[src/rtl/apu_pkg.sv]
// Shared constants and types for the APU frame sequencer and its per-channel length slots.
package apu_pkg;

    localparam int FRAME_STEPS  = 8;
    localparam int LEN_MAX_SQ   = 64;
    localparam int LEN_MAX_WAVE = 256;

    typedef enum logic [1:0] {
        CH_SQ1,
        CH_SQ2,
        CH_WAVE,
        CH_NOISE
    } ch_idx_e;

    // Bit n set means the tick fires when the sequencer enters step n.
    localparam logic [7:0] LEN_STEPS   = 8'b01010101;
    localparam logic [7:0] SWEEP_STEPS = 8'b01000100;
    localparam logic [7:0] ENV_STEPS   = 8'b10000000;

    function automatic logic step_hit(input logic [7:0] mask, input logic [2:0] step);
        return mask[step];
    endfunction

endpackage

[src/rtl/apu_len_slot.sv]
// One channel's length counter plus its trigger/restart and channel-active status.
module apu_len_slot
    import apu_pkg::*;
#(
    parameter int MAX   = 64,
    parameter int VAL_W = 6
) (
    input  logic             clk_i,
    input  logic             reset_i,
    input  logic             master_en_i,
    input  logic             trig_i,
    input  logic             len_en_i,
    input  logic             len_load_i,
    input  logic [VAL_W-1:0] len_val_i,
    input  logic             dac_on_i,
    input  logic             clr_i,
    input  logic             length_tick_i,
    output logic             restart_o,
    output logic             active_o
);

    localparam logic [8:0] MAX_V = 9'(MAX);

    logic [8:0] cnt_q;
    logic [8:0] load_d;
    logic       active_q;
    logic       restart_q;
    logic       dac_q;
    logic       dec;
    logic       expire;

    assign load_d = MAX_V - 9'(len_val_i);
    // Load and trigger both take precedence over a decrement in the same cycle.
    assign dec    = !len_load_i && !trig_i && length_tick_i && len_en_i && (cnt_q != 9'd0);
    assign expire = dec && (cnt_q == 9'd1);

    always_ff @(posedge clk_i) begin
        if (reset_i || !master_en_i) begin
            cnt_q     <= '0;
            active_q  <= 1'b0;
            restart_q <= 1'b0;
            dac_q     <= 1'b0;
        end else begin
            dac_q     <= dac_on_i;
            restart_q <= trig_i && dac_on_i;

            if (len_load_i) begin
                cnt_q <= load_d;
            end else if (trig_i) begin
                if (cnt_q == 9'd0) begin
                    cnt_q <= MAX_V;
                end
            end else if (dec) begin
                cnt_q <= cnt_q - 9'd1;
            end

            if (trig_i) begin
                active_q <= dac_on_i;
            end else if ((dac_q && !dac_on_i) || clr_i || expire) begin
                active_q <= 1'b0;
            end
        end
    end

    assign restart_o = restart_q;
    assign active_o  = active_q;

endmodule

[src/rtl/apu_frame_sequencer.sv]
// Frame-step prescaler and tick decoder for the APU, plus the four per-channel length slots.
module apu_frame_sequencer
    import apu_pkg::*;
#(
    parameter int CLK_DIV = 32768
) (
    input  logic       system_clock,
    input  logic       reset,
    input  logic       master_en,
    input  logic [3:0] trig,
    input  logic [3:0] len_en,
    input  logic [3:0] len_load,
    input  logic [7:0] len_val,
    input  logic [3:0] dac_on,
    input  logic       sweep_overflow,
    output logic [2:0] frame_step,
    output logic       length_tick,
    output logic       sweep_tick,
    output logic       env_tick,
    output logic [3:0] restart,
    output logic [3:0] ch_active
);

    localparam int PW     = (CLK_DIV > 1) ? $clog2(CLK_DIV) : 1;
    localparam int STEP_W = $clog2(FRAME_STEPS);

    logic [PW-1:0]     presc_q;
    logic [STEP_W-1:0] step_q;
    logic [STEP_W-1:0] step_d;
    logic              len_tick_q;
    logic              sweep_tick_q;
    logic              env_tick_q;
    logic              wrap;

    assign wrap   = (presc_q == PW'(CLK_DIV - 1));
    assign step_d = step_q + STEP_W'(1);

    // Idle step is 7 so the first step after reset or enable is 0.
    always_ff @(posedge system_clock) begin
        if (reset || !master_en) begin
            presc_q      <= '0;
            step_q       <= '1;
            len_tick_q   <= 1'b0;
            sweep_tick_q <= 1'b0;
            env_tick_q   <= 1'b0;
        end else begin
            presc_q      <= wrap ? '0 : presc_q + PW'(1);
            len_tick_q   <= wrap && step_hit(LEN_STEPS, step_d);
            sweep_tick_q <= wrap && step_hit(SWEEP_STEPS, step_d);
            env_tick_q   <= wrap && step_hit(ENV_STEPS, step_d);
            if (wrap) begin
                step_q <= step_d;
            end
        end
    end

    assign frame_step  = step_q;
    assign length_tick = len_tick_q;
    assign sweep_tick  = sweep_tick_q;
    assign env_tick    = env_tick_q;

    for (genvar g = 0; g < 4; g++) begin : g_slot
        localparam int MAX = (g == int'(CH_WAVE)) ? LEN_MAX_WAVE : LEN_MAX_SQ;
        localparam int VW  = (g == int'(CH_WAVE)) ? 8 : 6;

        apu_len_slot #(
            .MAX   (MAX),
            .VAL_W (VW)
        ) u_slot (
            .clk_i         (system_clock),
            .reset_i       (reset),
            .master_en_i   (master_en),
            .trig_i        (trig[g]),
            .len_en_i      (len_en[g]),
            .len_load_i    (len_load[g]),
            .len_val_i     (len_val[VW-1:0]),
            .dac_on_i      (dac_on[g]),
            .clr_i         ((g == int'(CH_SQ1)) ? sweep_overflow : 1'b0),
            .length_tick_i (len_tick_q),
            .restart_o     (restart[g]),
            .active_o      (ch_active[g])
        );
    end

endmodule
[config.mk]
export PLATFORM = sky130hd
export DESIGN_NAME = apu_frame_sequencer
export DESIGN_NICKNAME = d
export VERILOG_FILES = /design/src/rtl/apu_pkg.sv /design/src/rtl/apu_len_slot.sv /design/src/rtl/apu_frame_sequencer.sv
export SDC_FILE = /design/constraint.sdc
export NUM_CORES = 1
export LEC_CHECK = 0
export CAP_MARGIN = 20
export CORE_ASPECT_RATIO = 0.75
export CORE_UTILIZATION = 35
export DETAILED_ROUTE_END_ITERATION = 6
export GPL_ROUTABILITY_DRIVEN = 0
export MAX_ROUTING_LAYER = met4
export PLACE_DENSITY = 0.53
export SYNTH_ARGS = -nofsm -noshare
export SYNTH_HDL_FRONTEND = slang
export SYNTH_SLANG_ARGS = --single-unit
[constraint.sdc]
create_clock -name system_clock -period 2.2 [get_ports system_clock]
set_input_delay 0.22 -clock system_clock [delete_from_list [all_inputs] [get_ports system_clock]]
set_output_delay 0.22 -clock system_clock [all_outputs]
set_load 0.005 [all_outputs]
[Yosys cells after proc, flatten, opt, wreduce, memory -nomap -nowiden]
Memories as Yosys holds them, arrays and structs flattened.
Cells that the tools add are included.
Word-level totals
  register bits after elaboration: 69
  latch bits: 0
  bits in writable memories: 0
  bits in read-only memories: 24
  input bits: 28
  output and inout bits: 14
  logic and storage cells: 140
  memories kept: 3
Cells by class
  add/sub/neg operators: 8
  multipliers: 0
  divide/modulo/power cells: 0
  $lt $le $gt $ge: 1
  equal/unequal tests: 9
  shifts and indexed selects: 0
  muxes and demuxes: 27
  bitwise gates (word level): 0
  reductions and logical operators: 71
Memories
  (name not given): depth 8, width 1, rd ports 1, clocked after Yosys merged registers in 0, wr ports 0, RTL line apu_pkg.sv:21  | return mask[step];
  (name not given): depth 8, width 1, rd ports 1, clocked after Yosys merged registers in 0, wr ports 0, RTL line apu_pkg.sv:21
  (name not given): depth 8, width 1, rd ports 1, clocked after Yosys merged registers in 0, wr ports 0, RTL line apu_pkg.sv:21
Operators with widths (count)
  9-bit 2-to-1 mux: 16
  9-bit by 1-bit == test with 1-bit output (second input constant): 4
  9-bit zero test: 4
  9-bit nonzero test: 4
  9-bit by 1-bit subtractor with 9-bit output (second input constant): 4
  1-bit logical AND: 31
  15-bit by 1-bit adder with 15-bit output (second input constant): 1
  15-bit == test (second input constant): 1
  1-bit zero test: 13
  3-bit by 1-bit inequality test with 1-bit output (second input constant): 4
  3-bit nonzero test: 4
  1-bit 2-to-1 mux: 11
  9-bit by 8-bit subtractor with 9-bit output (first input constant): 1
  2-bit AND reduction: 4
  2-bit nonzero test: 4
  7-bit by 6-bit subtractor with 8-bit output (first input constant): 1
  1-bit logical OR: 6
  3-bit by 4-bit less-than comparator with 1-bit output (second input constant): 1
  3-bit by 1-bit adder with 3-bit output (second input constant): 1
  2-bit OR reduction: 1

[Logic depth before layout (Yosys ltp)]
Gate-level depths: netlist of run 1.
  depth in word-level cells: 9
  mapped depth: 8
  depth with buffers taken out: 7

[Cells and area by module]
From an unflattened synthesis of run 1, not the netlist that was laid out.
Second synthesis, totals
  cells, all modules: 550
  area total of the unflattened synthesis: 4531.8 um^2
By module, submodules not included
  apu_len_slot at g_slot[0].u_slot ...: times used 3, cells each 111, area each 904.6 um^2, sequential area each 240.2 um^2
  apu_frame_sequencer: times used 1, cells each 102, area each 917.1 um^2, sequential area each 420.4 um^2
  apu_len_slot at g_slot[2].u_slot: times used 1, cells each 115, area each 900.9 um^2, sequential area each 240.2 um^2

[Least setup slack after synthesis of run 1]
OpenSTA, ideal clock, no wires.
  path kind: register to register
  start point: register g_slot[2].u_slot.cnt_q[2]
  end point: register g_slot[2].u_slot.cnt_q[2]
  setup time: 0.117 ns
  arrival: 1.925 ns
  data required time: 2.083 ns
  path slack: 0.157 ns
  stages on the path, launching flop included: 6
  path buffers: 0
  clock period less this slack: 2.043 ns
  cell sequence: dfxtp_1 or4_4 nor4_4 mux2i_1 o21ai_0 a32o_1
On the way
  word-level cells in the longest chain between the ends: 4
  elaborated cells on any way between the ends: 10
  those cells by class: add/sub (1); eq/ne (1); mux (3); reduce/logical (5)
RTL lines
  start, declared: RTL line apu_len_slot.sv:24  | logic [8:0] cnt_q;
  start signal, assigned: RTL line apu_len_slot.sv:48  | cnt_q <= load_d;
  start signal, assigned: RTL line apu_len_slot.sv:54  | cnt_q <= cnt_q - 9'd1;
  9-bit by 1-bit subtractor with 9-bit output / 9-bit nonzero test (equally long branches): RTL line apu_len_slot.sv:54, apu_len_slot.sv:34
  9-bit 2-to-1 mux / 1-bit logical AND (equally long branches): RTL line apu_len_slot.sv:53, apu_len_slot.sv:34
  9-bit 2-to-1 mux / 3-bit nonzero test (equally long branches)
  9-bit 2-to-1 mux / 2-bit AND reduction (equally long branches)
Several ways; a longest one is shown, not always the timed one. The select of a mux whose other input is x is not followed.
A chain may end at the register's enable or synchronous reset.

[Worst setup path in the final report of run 1]
  start point: register g_slot[2].u_slot.cnt_q[1]
  end point: register g_slot[2].u_slot.cnt_q[6]
The elaborated chain is that of the path after synthesis.

==> flow_metrics.py, run 1 <==
metrics = {
    "cells_and_area": {
        "fin_nets": 594,
        "syn_to_final_growth_pct": 24.8,
        "antenna_cells": 0,
        "final_util_pct": 45.5,
        "layoutNonFillerInstCount": 693,
        "fin_area_um2": 5060,
        "drive_gt1_share_pct": 13.4,
    },
    "timing": {
        "layout_setup_ws_ns": 0.117,
        "slew-limit-headroom_pct": 58.1,
        "skew_ns": 0.00541,
        "period_minus_slack_ns": 2.08,
        "tns_ns": 0,
        "min_period_over_period_pct": 94.7,
        "worst_pin_slew_ns": 0.629,
        "slew_violations": 0,
        "max_clock_freq_mhz": 480,
        "rsz0062_at_grt": "false",
        "hold_viol_final": 0,
        "setup_viol": 0,
    },
    "logic_synthesis": {
        "ys_async_sr_fraction_pct": 0,
        "synth_area_um2": 4050,
        "synth_compound_area_share_pct": 17.1,
        "syn_inst": 486,
        "synth_top_area_cell": "dfxtp_1",
        "synth_fa_ha_area_share_pct": 5.25,
        "yosys-top-cells-count": "nor2_1 (70), dfxtp_1 (69), nand2_1 (29)",
        "synth-simple-area-share_pct": 27.9,
        "synthFlopType": "dfxtp_1",
        "synth_edf_count": 0,
        "syn_area_per_cell_um2": 8.34,
        "post-synth-top-count-cell": "nor2_1",
        "syn_nets": 531,
        "synth_top_family_by_area": "simple AND/OR/NAND/NOR gates",
        "ys_seq_area_share_pct": 34.1,
        "synthXorXnorAreaFrac_pct": 5.62,
        "ys_ff_latch": 69,
        "ys_types": 70,
        "yosys_warnings": 0,
        "synth_top_cells_by_area": "dfxtp_1 (34%), nor2_1 (6.5%), ha_1 (5.2%)",
        "muxShareOfSynthArea_pct": 2.84,
        "synth_top_area_share_pct": 34.1,
    },
    "pwr": {
        "power.switching_mw": 1.07,
        "seq_power_share_pct": 36.0,
        "comb_power_share_pct": 23.1,
        "p_leak_nw": 1.98,
        "irDropWorstVdd_v": 0.000361,
        "swShare_pct": 28.1,
        "power.density_nw_per_um2": 750,
        "internal_power_mw": 2.73,
        "p_clk_share_pct": 40.9,
    },
    "detailed_routing": {
        "post_drt_wl_per_cell_um": 15.0,
        "routed_wl_um": 10400,
        "drt_iter0_markers": 313,
        "first_pass_iters": 7,
        "vias": 3653,
        "viasPerCell": 5.27,
        "route.detailed.drc": 0,
        "ant_nets": 0,
    },
    "flow_run": {
        "drv_cap": 0,
    },
    "worst_hold_path": {
        "min_to": "g_slot[2].u_slot.cnt_q[3]",
        "hold_class": "reg -> reg",
        "hold_start": "g_slot[2].u_slot.cnt_q[3]",
        "hold_depth": 2,
    },
    "critical_path": {
        "cp_data_required_time_ns": 2.42,
        "r2r-start": "g_slot[2].u_slot.cnt_q[1]",
        "crit_path_max_fanout": 7,
        "rr_endpoint": "g_slot[2].u_slot.cnt_q[6]",
        "crit_type": "reg -> reg",
        "worstRegToRegCells": 8,
        "cp-start-kind": "register",
        "reg2reg_slack_ns": 0.12,
        "crit_path_end_kind": "register",
        "critPathArrivalTime_ns": 2.31,
    },
    "grt": {
        "grt_pass1_vias": 3329,
        "grt_pass1_wl_um": 17100,
        "grt_max_degree": 34,
        "overflow": 0,
        "antenna_found_initial": 0,
        "grt_util_all_layers_pct": 18.8,
    },
    "clock_network": {
        "clock_path_buffers": 2,
        "cts_tree": "yes",
        "cts-resized-gates": 0,
        "root_buffer": "clkbuf_16",
        "numCtsBuffers": 9,
        "cts.clk_slew.worst_paths_ns": 0.05,
        "numClockSinks": 69,
        "htreeDepth": 3,
        "clock_latency_ns": 0.33,
        "hold_buffers": 0,
        "cts_setup_buffers": 0,
    },
    "floorplan": {
        "ios": 42,
        "die_h_um": 95.2,
        "dieArea_um2": 12000,
        "start_util_pct": 36.5,
        "core_um2": 11100,
        "rows": 33,
        "fp.dieW_um": 126,
    },
    "placed_design": {
        "portBuffers": 41,
        "dp.cells": 678,
        "hpwl_um": 7610,
        "dpl_worst_slack_ns": -0.0928,
        "placed_cell_area_um2": 4740,
    },
    "status": {
        "status": "finished clean",
    },
}
## cells by family after synthesis
kind of cell	after synthesis
simple gates	209
compound gates	102
flops	69
buf+inv	54
xor+xnor	26
fa+ha+maj	17
mux	9
## metrics by stage
| step | total power [mW] | hold WS, ns |
|---|---|---|
| floorplan | 1.98 | 0.337 |
| global placement | 2.25 | 0.454 |
| detailed placement | 2.25 | 0.460 |
| CTS | 3.81 | 0.471 |
| global route | 3.98 | 0.492 |
| finish | 3.79 | 0.468 |
## worst max-delay path by stage
stage                                end                      start  cells past startpoint  slack [ns]
4_1_cts        g_slot[2].u_slot.cnt_q[6]  g_slot[2].u_slot.cnt_q[1]                      8        0.12
3_3_place_gp   g_slot[2].u_slot.cnt_q[6]                 len_val[4]                      6       -0.04
2_1_floorplan  g_slot[2].u_slot.cnt_q[2]  g_slot[2].u_slot.cnt_q[2]                      5        0.16
6_report       g_slot[2].u_slot.cnt_q[6]  g_slot[2].u_slot.cnt_q[1]                      8        0.12
3_5_place_dp   g_slot[2].u_slot.cnt_q[6]                 len_val[4]                      6       -0.09
5_1_grt        g_slot[2].u_slot.cnt_q[6]  g_slot[2].u_slot.cnt_q[1]                      8       0.001
## power by group through the flow
stage                     registers (mW)  clock network, mW  logic (mW)
final                               1.37               1.55       0.875
after detailed placement            1.39                  0       0.857
after floorplan                     1.38                  0       0.603
after global routing                1.37               1.64       0.967
after CTS                           1.37               1.58       0.862
after global placement              1.39                  0       0.861
## critical path: stages, from the launching register on
cell     delay, ns
dfxtp_1       0.35
inv_1         0.13
ha_1          0.25
or2b_1        0.27
nor4_4        0.16
mux2i_2       0.32
buf_4         0.21
a21oi_1       0.08
a31o_1        0.19
## layout by cell type (no fill, tap or decap), types with 14 or more instances in the layout
cell,netlist,layout
o21ai_0,15,15
dfxtp_1,69,69
buf_4,8,40
and3_1,14,14
nor2_1,70,70
a21oi_1,25,25
nand3_1,19,19
xnor2_1,16,16
clkdlybuf4s50_1,0,41
nand2_1,29,29
ha_1,17,17
nor3_1,16,16
inv_1,25,25
## area by class of cell
| cell class | count | area, µm² |
|---|---|---|
| multi-input combinational | 363 | 2380 |
| inverter | 25 | 93.8 |
| fill | 1081 | 6050 |
| clock inverter | 4 | 72.6 |
| clock buffer | 11 | 243 |
| tap | 140 | 175 |
| sequential | 69 | 1380 |
| timing repair buffer | 81 | 711 |
## sequential cells by signal (all words and copies together) (netlist names)
register / flops
sweep_tick: 1
g_slot.u_slot.active_o: 4
g_slot.u_slot.restart_o: 4
g_slot.u_slot.cnt_q: 36
presc_q: 15
length_tick: 1
frame_step: 3
g_slot.u_slot.dac_q: 4
env_tick: 1
## routing by layer
| metal | vias up | share of wire [%] | global-route usage, % |
|---|---|---|---|
| li1 | 1873 | - | - |
| met1 | 1669 | 52 | 25.8 |
| met2 | 102 | 41 | 26.9 |
| met3 | 9 | 5.9 | 4.43 |
| met4 | 0 | 1.5 | 6.53 |
| met5 | - | 0 | - |
Note: power is estimated with default switching activity, not from simulation.
==> run 2: changes to the inputs <==
--- a/config.mk
+++ b/config.mk
@@ -9,7 +9,6 @@
 export CORE_ASPECT_RATIO = 0.75
 export CORE_UTILIZATION = 35
 export DETAILED_ROUTE_END_ITERATION = 6
-export GPL_ROUTABILITY_DRIVEN = 0
 export MAX_ROUTING_LAYER = met4
 export PLACE_DENSITY = 0.53
 export SYNTH_ARGS = -nofsm -noshare
==> results of run 2 <==
No change in the layout: final DEF, timing and power equal those of run 1.
